**src/rtl/alu.sv**
```systemverilog
// rtl/alu.sv - 32-bit ALU with combinational flags and a registered flag copy
//
// Ports:
//   clk                      rising-edge clock for the flag register
//   reset                    asynchronous active-high clear of the registered flags
//   operandA, operandB [31:0] two's complement operands
//   command [2:0]            0 ADD, 1 SUB, 2 XOR, 3 SLT, 4 AND, 5 NAND, 6 NOR, 7 OR
//   result [31:0]            combinational result
//   zero, carryout, overflow combinational status
//   zero_q, carryout_q, overflow_q  status registered on every rising edge
module alu (
    input  logic        clk,
    input  logic        reset,
    input  logic [31:0] operandA,
    input  logic [31:0] operandB,
    input  logic [2:0]  command,
    output logic [31:0] result,
    output logic        zero,
    output logic        carryout,
    output logic        overflow,
    output logic        zero_q,
    output logic        carryout_q,
    output logic        overflow_q
);

    localparam logic [2:0] CMD_ADD  = 3'd0;
    localparam logic [2:0] CMD_SUB  = 3'd1;
    localparam logic [2:0] CMD_XOR  = 3'd2;
    localparam logic [2:0] CMD_SLT  = 3'd3;
    localparam logic [2:0] CMD_AND  = 3'd4;
    localparam logic [2:0] CMD_NAND = 3'd5;
    localparam logic [2:0] CMD_NOR  = 3'd6;
    localparam logic [2:0] CMD_OR   = 3'd7;

    logic        w_sub;
    logic [31:0] w_b_eff;
    logic [32:0] w_sum_ext;
    logic [31:0] w_sum;
    logic        w_cout;
    logic        w_ovf;

    // One shared adder: ADD uses B directly, SUB and SLT use A + ~B + 1.
    assign w_sub     = (command != CMD_ADD);
    assign w_b_eff   = w_sub ? ~operandB : operandB;
    assign w_sum_ext = {1'b0, operandA} + {1'b0, w_b_eff} + {32'd0, w_sub};
    assign w_sum     = w_sum_ext[31:0];
    assign w_cout    = w_sum_ext[32];
    // Signed overflow: operands agree in sign but the sum does not.
    assign w_ovf     = (operandA[31] == w_b_eff[31]) && (w_sum[31] != operandA[31]);

    always_comb begin
        result   = 32'd0;
        carryout = 1'b0;
        overflow = 1'b0;
        case (command)
            CMD_ADD, CMD_SUB: begin
                result   = w_sum;
                carryout = w_cout;
                overflow = w_ovf;
            end
            CMD_XOR:  result = operandA ^ operandB;
            // Sign XOR overflow keeps the compare correct across the full signed range.
            CMD_SLT:  result = {31'd0, w_sum[31] ^ w_ovf};
            CMD_AND:  result = operandA & operandB;
            CMD_NAND: result = ~(operandA & operandB);
            CMD_NOR:  result = ~(operandA | operandB);
            CMD_OR:   result = operandA | operandB;
            default:  result = 32'd0;
        endcase
    end

    assign zero = (result == 32'd0);

    logic r_zero;
    logic r_carryout;
    logic r_overflow;

    always_ff @(posedge clk or posedge reset) begin
        if (reset) begin
            r_zero     <= 1'b0;
            r_carryout <= 1'b0;
            r_overflow <= 1'b0;
        end else begin
            r_zero     <= zero;
            r_carryout <= carryout;
            r_overflow <= overflow;
        end
    end

    assign zero_q     = r_zero;
    assign carryout_q = r_carryout;
    assign overflow_q = r_overflow;

endmodule

```
**config.mk**
```make
export PLATFORM = sky130hd
export DESIGN_NAME = alu
export DESIGN_NICKNAME = d
export VERILOG_FILES = /design/src/rtl/alu.sv
export SDC_FILE = /design/constraint.sdc
export NUM_CORES = 1
export LEC_CHECK = 0
export ABC_AREA = 1
export BUFFER_PORTS_ARGS = -buffer_cell sky130_fd_sc_hd__buf_2
export CAP_MARGIN = 0
export CORE_AREA = 4 4 96 98
export CTS_CLUSTER_SIZE = 14
export DETAILED_ROUTE_END_ITERATION = 10
export DIE_AREA = 0 0 100 102
export PLACE_DENSITY = 0.89
export SYNTH_ARGS = -nofsm -noshare
export SYNTH_HDL_FRONTEND = slang
export SYNTH_SLANG_ARGS = --single-unit
```
**constraint.sdc**
```tcl
create_clock -name clk -period 5.5 [get_ports clk]
set_clock_uncertainty 0.1 [all_clocks]
set_input_delay 0.825 -clock clk [delete_from_list [all_inputs] [get_ports clk]]
set_output_delay 0.825 -clock clk [all_outputs]
set_load 0.02 [all_outputs]
```
Word-level counts from Yosys, hierarchy flattened

Index checks and enable logic that the tools add are counted.

Bits in registers: 3
Input port bits: 69
Output and inout bits: 38
Word-level logic and storage cells: 30

Add/sub/neg operators: 2
Equal/unequal tests: 9
Mux-type cells: 4
Bitwise logic cells: 7
Reductions and logical operators: 5

Operators by type and width:

| kind                                                 | count |
|---|---|
| one-hot mux 32 bit (7 select lines)                  | 1 |
| NOT 32 bit                                           | 3 |
| adder 32 x 32 -> 33 bit                              | 1 |
| adder 33 x 1 -> 33 bit                               | 1 |
| AND 32 bit                                           | 1 |
| logical NOT 32 bit                                   | 1 |
| two-way mux 32 bit                                   | 1 |
| OR 32 bit                                            | 1 |
| bitwise XOR 32 bit                                   | 1 |
| equality test 3 bit (second input constant)          | 4 |
| equality test 3 x 2 -> 1 bit (second input constant) | 2 |
| equality test 3 x 1 -> 1 bit (second input constant) | 1 |
| logical NOT 3 bit                                    | 1 |
| nonzero test 3 bit                                   | 1 |
| two-way mux 1 bit                                    | 2 |
| OR reduction 2 bit                                   | 1 |
| equality test 1 bit                                  | 1 |
| logical AND 1 bit                                    | 1 |
| inequality test 1 bit                                | 1 |
| bitwise XOR 1 bit                                    | 1 |

Longest topological paths before layout

Gate-level depths: netlist of the first run.

Word-level depth: 9
Depth in mapped cells: 25

Worst setup path after synthesis of the first run

No wires, ideal clock.

Path kind: input to output
Start: in command[2]
End: out zero
Data arrival time: 3.754 ns
Required time: 4.575 ns
Path slack: 0.821 ns
Stages: 24
Buffers on the path: 3
Path through: nor2_2 -> buf_2 -> buf_2 -> nand2_1 -> buf_2 -> xor2_1 -> inv_1 -> ha_1 -> a21o_1 -> nand2_1 -> nand2_1 -> a21oi_1 -> nand2_2 -> nand2_1 -> nand2_1 -> nand2_1 -> nand2_1 -> nand2_1 -> nand2_1 -> nor2_1 -> nand2_1 -> nor2_1 -> nand2_1 -> nor2_1

Elaborated cells on any way between the ends: 19
Classes of those cells: add/sub (2); eq/ne (9); mux (2); bitwise (1); reduce/logical (5)

RTL lines:

| what                                    | RTL line | RTL |
|---|---|---|
| start: declaration                      | 16       | `input logic [2:0] command,` |
| nonzero test 3 bit                      | 43       | `assign w_sub = (command != CMD_ADD);` |
| two-way mux 32 bit                      | 44       | `assign w_b_eff = w_sub ? ~operandB : operandB;` |
| adder 32 x 32 -> 33 bit                 | 45       | `assign w_sum_ext = {1'b0, operandA} + {1'b0, w_b_eff} + {32'd0, w_sub};` |
| adder 33 x 1 -> 33 bit                  | 45       |  |
| one-hot mux 32 bit (7 select lines) (*) | 55       | `case (command)` |
| via result[18]                          | 17       | `output logic [31:0] result,` |
| logical NOT 32 bit (*)                  | 72       | `assign zero = (result == 32'd0);` |
| end: declaration                        | 18       | `output logic zero,` |

Mark *: on every way through the listed nets, which the timed path passes. The rest lies on a longest branch.

Worst setup path in the final report of the first run

Start: in command[0]
End: out zero

Longest elaborated chain between the ends: 9
Elaborated cells on any way between the ends: 19
Classes of those cells: add/sub (2); eq/ne (9); mux (2); bitwise (1); reduce/logical (5)

RTL lines:

| what                                    | RTL line | RTL |
|---|---|---|
| nonzero test 3 bit                      | 43       |  |
| two-way mux 32 bit                      | 44       |  |
| adder 32 x 32 -> 33 bit                 | 45       |  |
| adder 33 x 1 -> 33 bit                  | 45       |  |
| inequality test 1 bit                   | 49       | `assign w_ovf = (operandA[31] == w_b_eff[31]) && (w_sum[31] != operandA[31]);` |
| logical AND 1 bit                       | 49       |  |
| bitwise XOR 1 bit                       | 63       | `CMD_SLT: result = {31'd0, w_sum[31] ^ w_ovf};` |
| one-hot mux 32 bit (7 select lines) (*) | 55       |  |
| logical NOT 32 bit (*)                  | 72       |  |

Mark *: on every way between the ends. The rest lies on a longest branch, timed or not.

==> run metrics, run 1 <==
CTS Buffer Depth 2; Max Clk Rate 196 MHz; Worst Tran Pin Value 0.730 ns; syn nets 1073; vias 6108; post-route minimum period 5.11 ns; Synth Instances 908; Yosys reg bits 3; Mapped Avg Cell Area 5.73 sq um; startpoint types input pin; setup TNS 0 ns; Die W 100 um; metal3 WL 1.34 mm; Synth async-reset ratio 1.00; drt first pass iters 5; CTS clk-pin slew, worst paths 0.03 ns; 1st-iter DRT viols 464; Num CTS Buffers 3; GRT Total Usage 0.304; final WL 15.8 mm; LEAKAGE 3.49 nW; core area 8470 sq um; post-synth top area cell ha_1; YS warnings 0; fin. max-slew vios 0; CTS H-tree lvls 1; Final Worst Setup Slack 0.394 ns; outcome finished clean; synth unique cells 51; CTS resizes 0; Vias/cell 5.49; # IOs 107; # fillers 834; Starting Density 0.615; final-stage net count 1170; Post-Syn Area 5200 sq um; Synth Flop Type dfrtp_1; Post-Place Worst Slack 0.516 ns; Final Setup Violations 0; setup bufs post-CTS 0; Die ar. 10200 sq um; HP Class input pin to async pin; Peak VDD IR 0.0000798 V; max cap viols 0; clock sinks 3; routability cong. 1.07; die height 102 um; CP Cell Sequence buf_2 > inv_2 > nand2_1 > buf_4 > xor2_1 > inv_1 > ha_1 > inv_1 > o21ai_0 > nor2_1 > nor2_1 > nor2_1 > nor2_1 > nor2_1 > nand3_1 > nand2_1 > nand2_1 > nand2_1 > a21oi_1 > nand4_1 > nor2_1 > buf_2; RSZ-0062 raised after global routing no; routed length per instance 14.2 um; CP Data Required Time 4.58 ns; biggest cell delay along the critical path 0.36 ns; WL met1 7.11 mm; met2 wire length 7.06 mm; count of input and output buffers 106; # DRC 0; cell area power density 132 nW/um^2; final worst-path cycle share 0.928; Area Growth Syn to Fin 12.5%; total global routing overflow 0; first-pass GRT wire length 25.5 mm; ANT nets after route 0; Antenna diodes 0; Synth top area share 0.228; main area contributors after synthesis ha_1, nand2_1, inv_1, xor2_1, nor2_1; initial antenna violation count 0; final hold violations 0; critical path launch point command[0]; sequential element share of the synthesized area 0.0144; cell mode on critical path nor2_1; critical path capture point type output pin; slew margin rel. 0.512; vias in the first global route 5585; CP Data Arrival Time 4.18 ns; CTS tree done; Post-synth EDFFs 0; top routing layer in use met4; Crit Path Class input pin to output pin; hold_buf cts 0; Slowest-stage cell, CP o21ai_0; Final HPWL DP 13.1 mm; pin count of the biggest net entering global routing 37; root buf cell clkbuf_8; peak fanout along the critical path 17; layout cells sized above 1 0.160; Site Rows 34
==> cell usage after synthesis (3+ instances only) <==
cell and instances:
o22ai_1 7, a21oi_1 43, ha_1 95, nor2_1 70
o21bai_1 6, inv_2 6, nand2_1 227, buf_2 9
o2111ai_1 3, nor2_2 7, xor2_1 38, a21o_1 3
nand3_1 47, a21boi_0 4, a211oi_1 13, nor3_1 10
a221oi_1 6, buf_6 3, a211oi_2 3, clkbuf_1 4
dfrtp_1 3, o21ai_0 39, o21ai_1 14, nand3_2 6
nand4_1 8, inv_1 186, o211ai_1 5, o21ai_2 3
nand2_2 11
==> cells in the final DEF, fill, tap and decap left out, drive strengths merged <==
cell       n
o2111ai    3
buf      112
o21bai     6
o41ai      1
a211o      1
a21o       3
clkbuf     4
xnor2      1
nand4      8
ha        95
fa         1
o211ai     5
nor2      77
and2       2
nor3      11
o22ai      7
a21boi     6
nand2    238
a211oi    16
mux2i      1
dfrtp      3
xor2      38
a21oi     45
inv      193
a22oi      1
o21ai     56
a221oi     8
o21a       2
a2111oi    2
nand3     55
or2        2
nor4       1
==> where the power goes <==
part           internal (mW)  switching [mW]  total (mW)
registers             0.0231        0.000227      0.0234
clock network         0.0495          0.0160      0.0655
logic                  0.235           0.448       0.683
total                  0.308           0.464       0.772
==> per-stage QoR <==
| step | total power, mW | utilization | cells | hold slack, ns | area, sq um |
|---|---|---|---|---|---|
| floorplan | 0.502 | - | 908 | 0.479 | 5200 |
| global placement | 0.683 | 0.686 | 1108 | 0.589 | 5810 |
| detailed placement | 0.690 | 0.686 | 1108 | 0.603 | 5810 |
| CTS | 0.760 | 0.691 | 1112 | 0.372 | 5850 |
| global route | 0.850 | 0.691 | 1112 | 0.381 | 5850 |
| finish | 0.772 | 0.691 | 1112 | 0.368 | 5850 |
==> area by class of cell <==
class	instances	area [sq um]	area share
flip-flops and latches	3	75.1	0.0128
inverters	193	727	0.124
clock buffers	4	45.0	0.00770
multi-input cells	692	4290	0.734
repair buffers	112	576	0.0984
well taps	108	135	0.0231
==> flip-flops by register name (all words and copies together) (netlist names) <==
signal and cells:
overflow_q 1, zero_q 1, carryout_q 1
==> cell families (layout without fill, tap and decap cells) <==
family,count (synthesis),in the layout,share of synthesized area
simple gates,394,394,0.327
mux,1,1,0.00192
xor+xnor,39,39,0.0656
flops,3,3,0.0144
fa+ha+maj,96,96,0.232
buf+inv,213,309,0.162
compound gates,162,162,0.198
==> worst max-delay path: cells and delay by family <==
family / cells / cell delay, ns
buffers and inverters: 6 / 0.90
XOR/XNOR: 1 / 0.18
adder cells (fa/ha/maj): 1 / 0.35
AND/OR/NAND/NOR: 12 / 1.30
AO/OA/AOI/OAI: 2 / 0.60
==> path summary, 6_finish.rpt <==
path                         endpoint  slack [ns]  depth (start not counted)
worst max-delay path             zero        0.39                         22
worst min-delay path           zero_q        0.37                          2
max in group asynchronous  carryout_q        4.80                          2
min in group clk           overflow_q        0.96                          3
==> metal layers <==
| metal | vias to the layer above | track usage |
|---|---|---|
| li1 | 3099 | - |
| met1 | 2735 | 0.410 |
| met2 | 243 | 0.517 |
| met3 | 31 | 0.0321 |
| met4 | 0 | 0.0819 |
| met5 | - | 0 |
Note: power is estimated with default switching activity, not from simulation.
==> run 2: changes to the inputs <==
Settings changed: CORE_AREA 4 4 96 98 to 4 4 82 115, DIE_AREA 0 0 100 102 to 0 0 86 119, PLACE_DENSITY 0.89 to 0.88.
==> run metrics, run 2 (synthesized netlist as in run 1, its figures left out) <==
vias 6154 (+0.75%); GRT Total Usage 0.302 (-0.00151); routed length per instance 14.3 um (+0.31%); HP Class input pin to async pin; slew margin rel. 0.384 (-0.128); 1st-iter DRT viols 322 (-31%); Peak VDD IR 0.000134 V (+68%); Logic pwr share 0.826 (-0.059); final worst-path cycle share 0.897 (-0.0311); CTS H-tree lvls 1 (unchanged); CTS clk-pin slew, worst paths 0.03 ns (about the same); vias in the first global route 5984 (+7.1%); layout cells sized above 1 0.160 (unchanged); pin count of the biggest net entering global routing 32 (-14%); clock sinks 3 (unchanged); final hold violations 0 (unchanged); peak fanout along the critical path 31 (+14); LEAKAGE 3.51 nW (+0.64%); Worst Tran Pin Value 0.921 ns (+0.190 ns); Max Clk Rate 203 MHz (+3.5%); cell area power density 140 nW/um^2 (+5.9%); switching power total 0.468 mW (+0.88%); Num CTS Buffers 3 (unchanged); Starting Density 0.615 (about the same); root buf cell clkbuf_16; max cap viols 0 (unchanged); Vias/cell 5.55 (+1.0%); sequential share of power 0.028 (-0.002); hold slack 0.364 ns (-0.00431 ns); setup TNS 0 ns (unchanged); first-pass GRT wire length 25.9 mm (+1.6%); Die W 86 um (-14%); Final HPWL DP 13.1 mm (-0.19%); commonest cells after routing, fill and taps aside nand2_1, inv_1, buf_2; setup bufs post-CTS 0 (unchanged); final WL 15.9 mm (about the same); Die ar. 10200 sq um (+0.33%); Placement Cell Area 5820 sq um (+0.15%); die height 119 um (+17%); Antenna diodes 0 (unchanged); drt first pass iters 6 (+1); # DRC 0 (unchanged); Finished Cell Area 5890 sq um (+0.73%); core area 8460 sq um (about the same); Area Growth Syn to Fin 13.3%; commonest non-fill, non-tap cell in the layout nand2_1; RSZ-0062 raised after global routing no; Int Power 0.355 mW (+15%); final-stage net count 1170 (unchanged); Clk network pwr share 0.145 (+0.060); switch share 0.568 (-0.0325); ANT nets after route 0 (unchanged); count of input and output buffers 106 (unchanged); fin. max-slew vios 0 (unchanged); Final Setup Violations 0 (unchanged); # IOs 107 (unchanged); CTS resizes 0 (unchanged); hold_buf cts 0 (unchanged); critical path capture point type output pin; CP Data Arrival Time 4.01 ns (-0.17 ns); initial antenna violation count 0 (unchanged); startpoint types input pin; total global routing overflow 0 (unchanged); Crit Path Class input pin to output pin; DP Cell Count 1105 (-0.27%); Non-Filler Instances 1109 (-0.27%); outcome finished clean; CTS Buffer Depth 2 (unchanged); CTS tree done; post-route minimum period 4.93 ns (-0.171 ns); Site Rows 40 (+18%); routability cong. 1.05 (-1.3%); CP Data Required Time 4.58 ns (about the same)
[run 2: per-layer routing]
metal	GRT usage	vias to the layer above	wire length (um)
li1	-	3098	-
met1	0.322	2761	5980
met2	0.579	247	8490
met3	0.0201	48	749
met4	0.149	0	637
met5	0	-	0
[run 2: power groups by stage]
stage | Sequential, mW | Clock, mW | Combinational [mW]
after floorplan | 0.0248 | 0 | 0.477
after global placement | 0.0235 | 0 | 0.658
after detailed placement | 0.0236 | 0 | 0.666
after CTS | 0.0234 | 0.119 | 0.673
after global routing | 0.0236 | 0.122 | 0.759
final | 0.0234 | 0.119 | 0.680
[run 2: critical path, stage by stage]
cell,delay [ns]
buf_2,0.14
inv_2,0.10
nand2_1,0.12
buf_12,0.25
xor2_1,0.17
inv_1,0.06
ha_1,0.35
a21oi_1,0.22
o21ai_0,0.19
a21oi_1,0.21
nand2_1,0.13
nand2_1,0.08
nand3_1,0.12
a21oi_1,0.21
nand3_1,0.09
nor2_1,0.18
nand4_1,0.15
nor2_1,0.18
buf_2,0.19
[run 2: final cells by class]
class                      count  area [sq um]
multi-input combinational    692          4290
fill                         812          2560
inverter                     193           727
timing repair buffer         112           588
tap                          105           131
clock buffer                   4          78.8
sequential                     3          75.1
[run 2: worst max path at each step]
stage,from,to,cells after the start
global route,command[0],zero,25
finish,command[0],zero,19
global placement,command[2],zero,18
detailed placement,command[0],zero,22
floorplan,command[2],zero,24
CTS,command[0],zero,22
[run 2: metrics by stage]
step | power [mW] | util | worst slack [ns]
floorplan | 0.502 | - | 0.821
global placement | 0.681 | 0.688 | 0.648
global route | 0.905 | 0.697 | 0.237
finish | 0.823 | 0.697 | 0.565
detailed placement | 0.689 | 0.688 | 0.599
CTS | 0.815 | 0.697 | 0.598
==> run 3: changes to the inputs <==
--- a/config.mk
+++ b/config.mk
@@ -10,7 +10,6 @@
 export CAP_MARGIN = 0
-export CORE_AREA = 4 4 82 115
+export CORE_AREA = 4 4 117 163
 export CTS_CLUSTER_SIZE = 14
 export DETAILED_ROUTE_END_ITERATION = 10
-export DIE_AREA = 0 0 86 119
-export PLACE_DENSITY = 0.88
+export DIE_AREA = 0 0 121 167
 export SYNTH_ARGS = -nofsm -noshare
==> constraint.sdc (replaced) <==
create_clock -name clk -period 5.5 [get_ports clk]
set_clock_uncertainty 0.1 [all_clocks]
set_input_delay 0.55 -clock clk [delete_from_list [all_inputs] [get_ports clk]]
set_output_delay 0.55 -clock clk [all_outputs]
set_load 0.02 [all_outputs]
==> run metrics, run 3 (synthesized netlist as in run 1, its figures left out) <==
Peak VDD IR 0.0000731 V (-45%); CTS tree done; Non-Filler Instances 1239 (+12%); total global routing overflow 0 (unchanged); initial antenna violation count 0 (unchanged); fin. max-slew vios 0 (unchanged); layout cells sized above 1 0.160 (-0.000837); setup TNS 0 ns (unchanged); commonest non-fill, non-tap cell in the layout nand2_1; Num CTS Buffers 3 (unchanged); die height 167 um (+40%); cell area power density 137 nW/um^2 (-2.0%); Max Clk Rate 222 MHz (+9.5%); Logic pwr share 0.833 (+0.007); CP Cell Sequence buf_2 > nor2_2 > nand2_1 > buf_12 > xor2_1 > inv_1 > ha_1 > a21oi_1 > o21ai_0 > a21oi_1 > nand2_1 > nand2_1 > nand3_1 > a21oi_1 > nand3_1 > nor2_1 > nand4_1 > nor2_1 > buf_2; setup bufs post-CTS 0 (unchanged); final worst-path cycle share 0.819 (-0.0781); post-route minimum period 4.51 ns (-0.430 ns); area occupied by multi-input gates 4290 sq um (unchanged); Final HPWL DP 15.6 mm (+19%); RSZ-0062 raised after global routing no; CTS clk-pin slew, worst paths 0.03 ns (about the same); Slowest-stage cell, CP ha_1; first-pass GRT wire length 29.1 mm (+12%); LEAKAGE 3.51 nW (-0.15%); drt first pass iters 5 (-1); vias 5877 (-4.5%); critical path capture point type output pin; switch share 0.573 (+0.00421); # DRC 0 (unchanged); HP Class input pin to async pin; Crit path depth 19 (unchanged); Final Setup Violations 0 (unchanged); Overall Power 0.828 mW (+0.58%); Area Growth Syn to Fin 16.3%; Starting Density 0.298 (-0.317); startpoint types input pin; GRT Total Usage 0.177 (-0.126); Site Rows 57 (+43%); final WL 18.3 mm (+15%); count of input and output buffers 106 (unchanged); ANT nets after route 0 (unchanged); pin count of the biggest net entering global routing 37 (+16%); Die W 121 um (+41%); root buf cell clkbuf_16; routability cong. 0.938 (-11%); CTS resizes 0 (unchanged); Clk network pwr share 0.139 (-0.006); delay-heaviest family, CP simple AND/OR/NAND/NOR gates; CP Data Arrival Time 3.86 ns (-0.15 ns); peak fanout along the critical path 31 (unchanged); CP Data Required Time 4.85 ns (+0.27 ns); outcome finished clean; core area 17500 sq um (+110%); CTS H-tree lvls 1 (unchanged); Die ar. 20200 sq um (+97%); worst path buffer plus inverter count 4 (-1); Int Power 0.354 mW (-0.40%); Crit Path Class input pin to output pin; final hold violations 0 (unchanged); final-stage net count 1169 (-0.085%); critical path endpoint zero; # fillers 2003 (+150%); DP Cell Count 1235 (+12%); critical path launch point command[2]; CTS Buffer Depth 2 (unchanged); sequential share of power 0.028 (about the same); Antenna diodes 0 (unchanged); 1st-iter DRT viols 223 (-31%); Seq. cell area 75.1 sq um (unchanged); biggest cell delay along the critical path 0.36 ns (about the same); routed length per instance 14.8 um (+3.4%); vias in the first global route 5793 (-3.2%); slew margin rel. 0.376 (-0.00792); clock sinks 3 (unchanged); # IOs 107 (unchanged); max cap viols 0 (unchanged); commonest cells after routing, fill and taps aside nand2_1, inv_1, buf_2; switching power total 0.474 mW (+1.3%); Worst Tran Pin Value 0.933 ns (+0.0118 ns); Vias/cell 4.74 (-15%); hold_buf cts 0 (unchanged)
==> run 3: power by group through the flow <==
stage / Combinational (mW) / Clock, mW / Sequential [mW]
5_1_grt: 0.777 / 0.120 / 0.0234
3_3_place_gp: 0.689 / 0 / 0.0236
4_1_cts: 0.694 / 0.116 / 0.0233
6_report: 0.690 / 0.115 / 0.0233
3_5_place_dp: 0.690 / 0 / 0.0236
2_1_floorplan: 0.477 / 0 / 0.0248
==> run 3: cell type report <==
cell class | count | share of cell area
repair buffers | 111 | 0.0959
flip-flops and latches | 3 | 0.0124
inverters | 193 | 0.120
clock buffers | 4 | 0.0130
multi-input cells | 692 | 0.710
well taps | 236 | 0.0488
==> run 3: worst min path at each step <==
stage	to	cells after the start	slack (ns)	from
after floorplan	carryout_q	1	0.20	reset
after global placement	carryout_q	2	0.32	reset
after detailed placement	overflow_q	2	0.32	reset
after CTS	overflow_q	2	0.09	reset
after global routing	overflow_q	2	0.1	reset
final	overflow_q	2	0.09	reset
==> run 3: through the flow <==
step	worst slack [ns]	util	cell area (sq um)	hold slack, ns
finish	0.995	0.346	6050	0.0863
global route	0.703	0.346	6050	0.0995
CTS	0.942	0.346	6050	0.0896
detailed placement	0.949	0.342	5970	0.321
global placement	0.961	0.342	5970	0.316
floorplan	1.37	-	5200	0.204
==> run 3: metal layers <==
metal  GRT usage  share of wire
met1       0.193           0.40
met3      0.0122          0.029
met2       0.353           0.54
met4      0.0513          0.029
met5           0              0
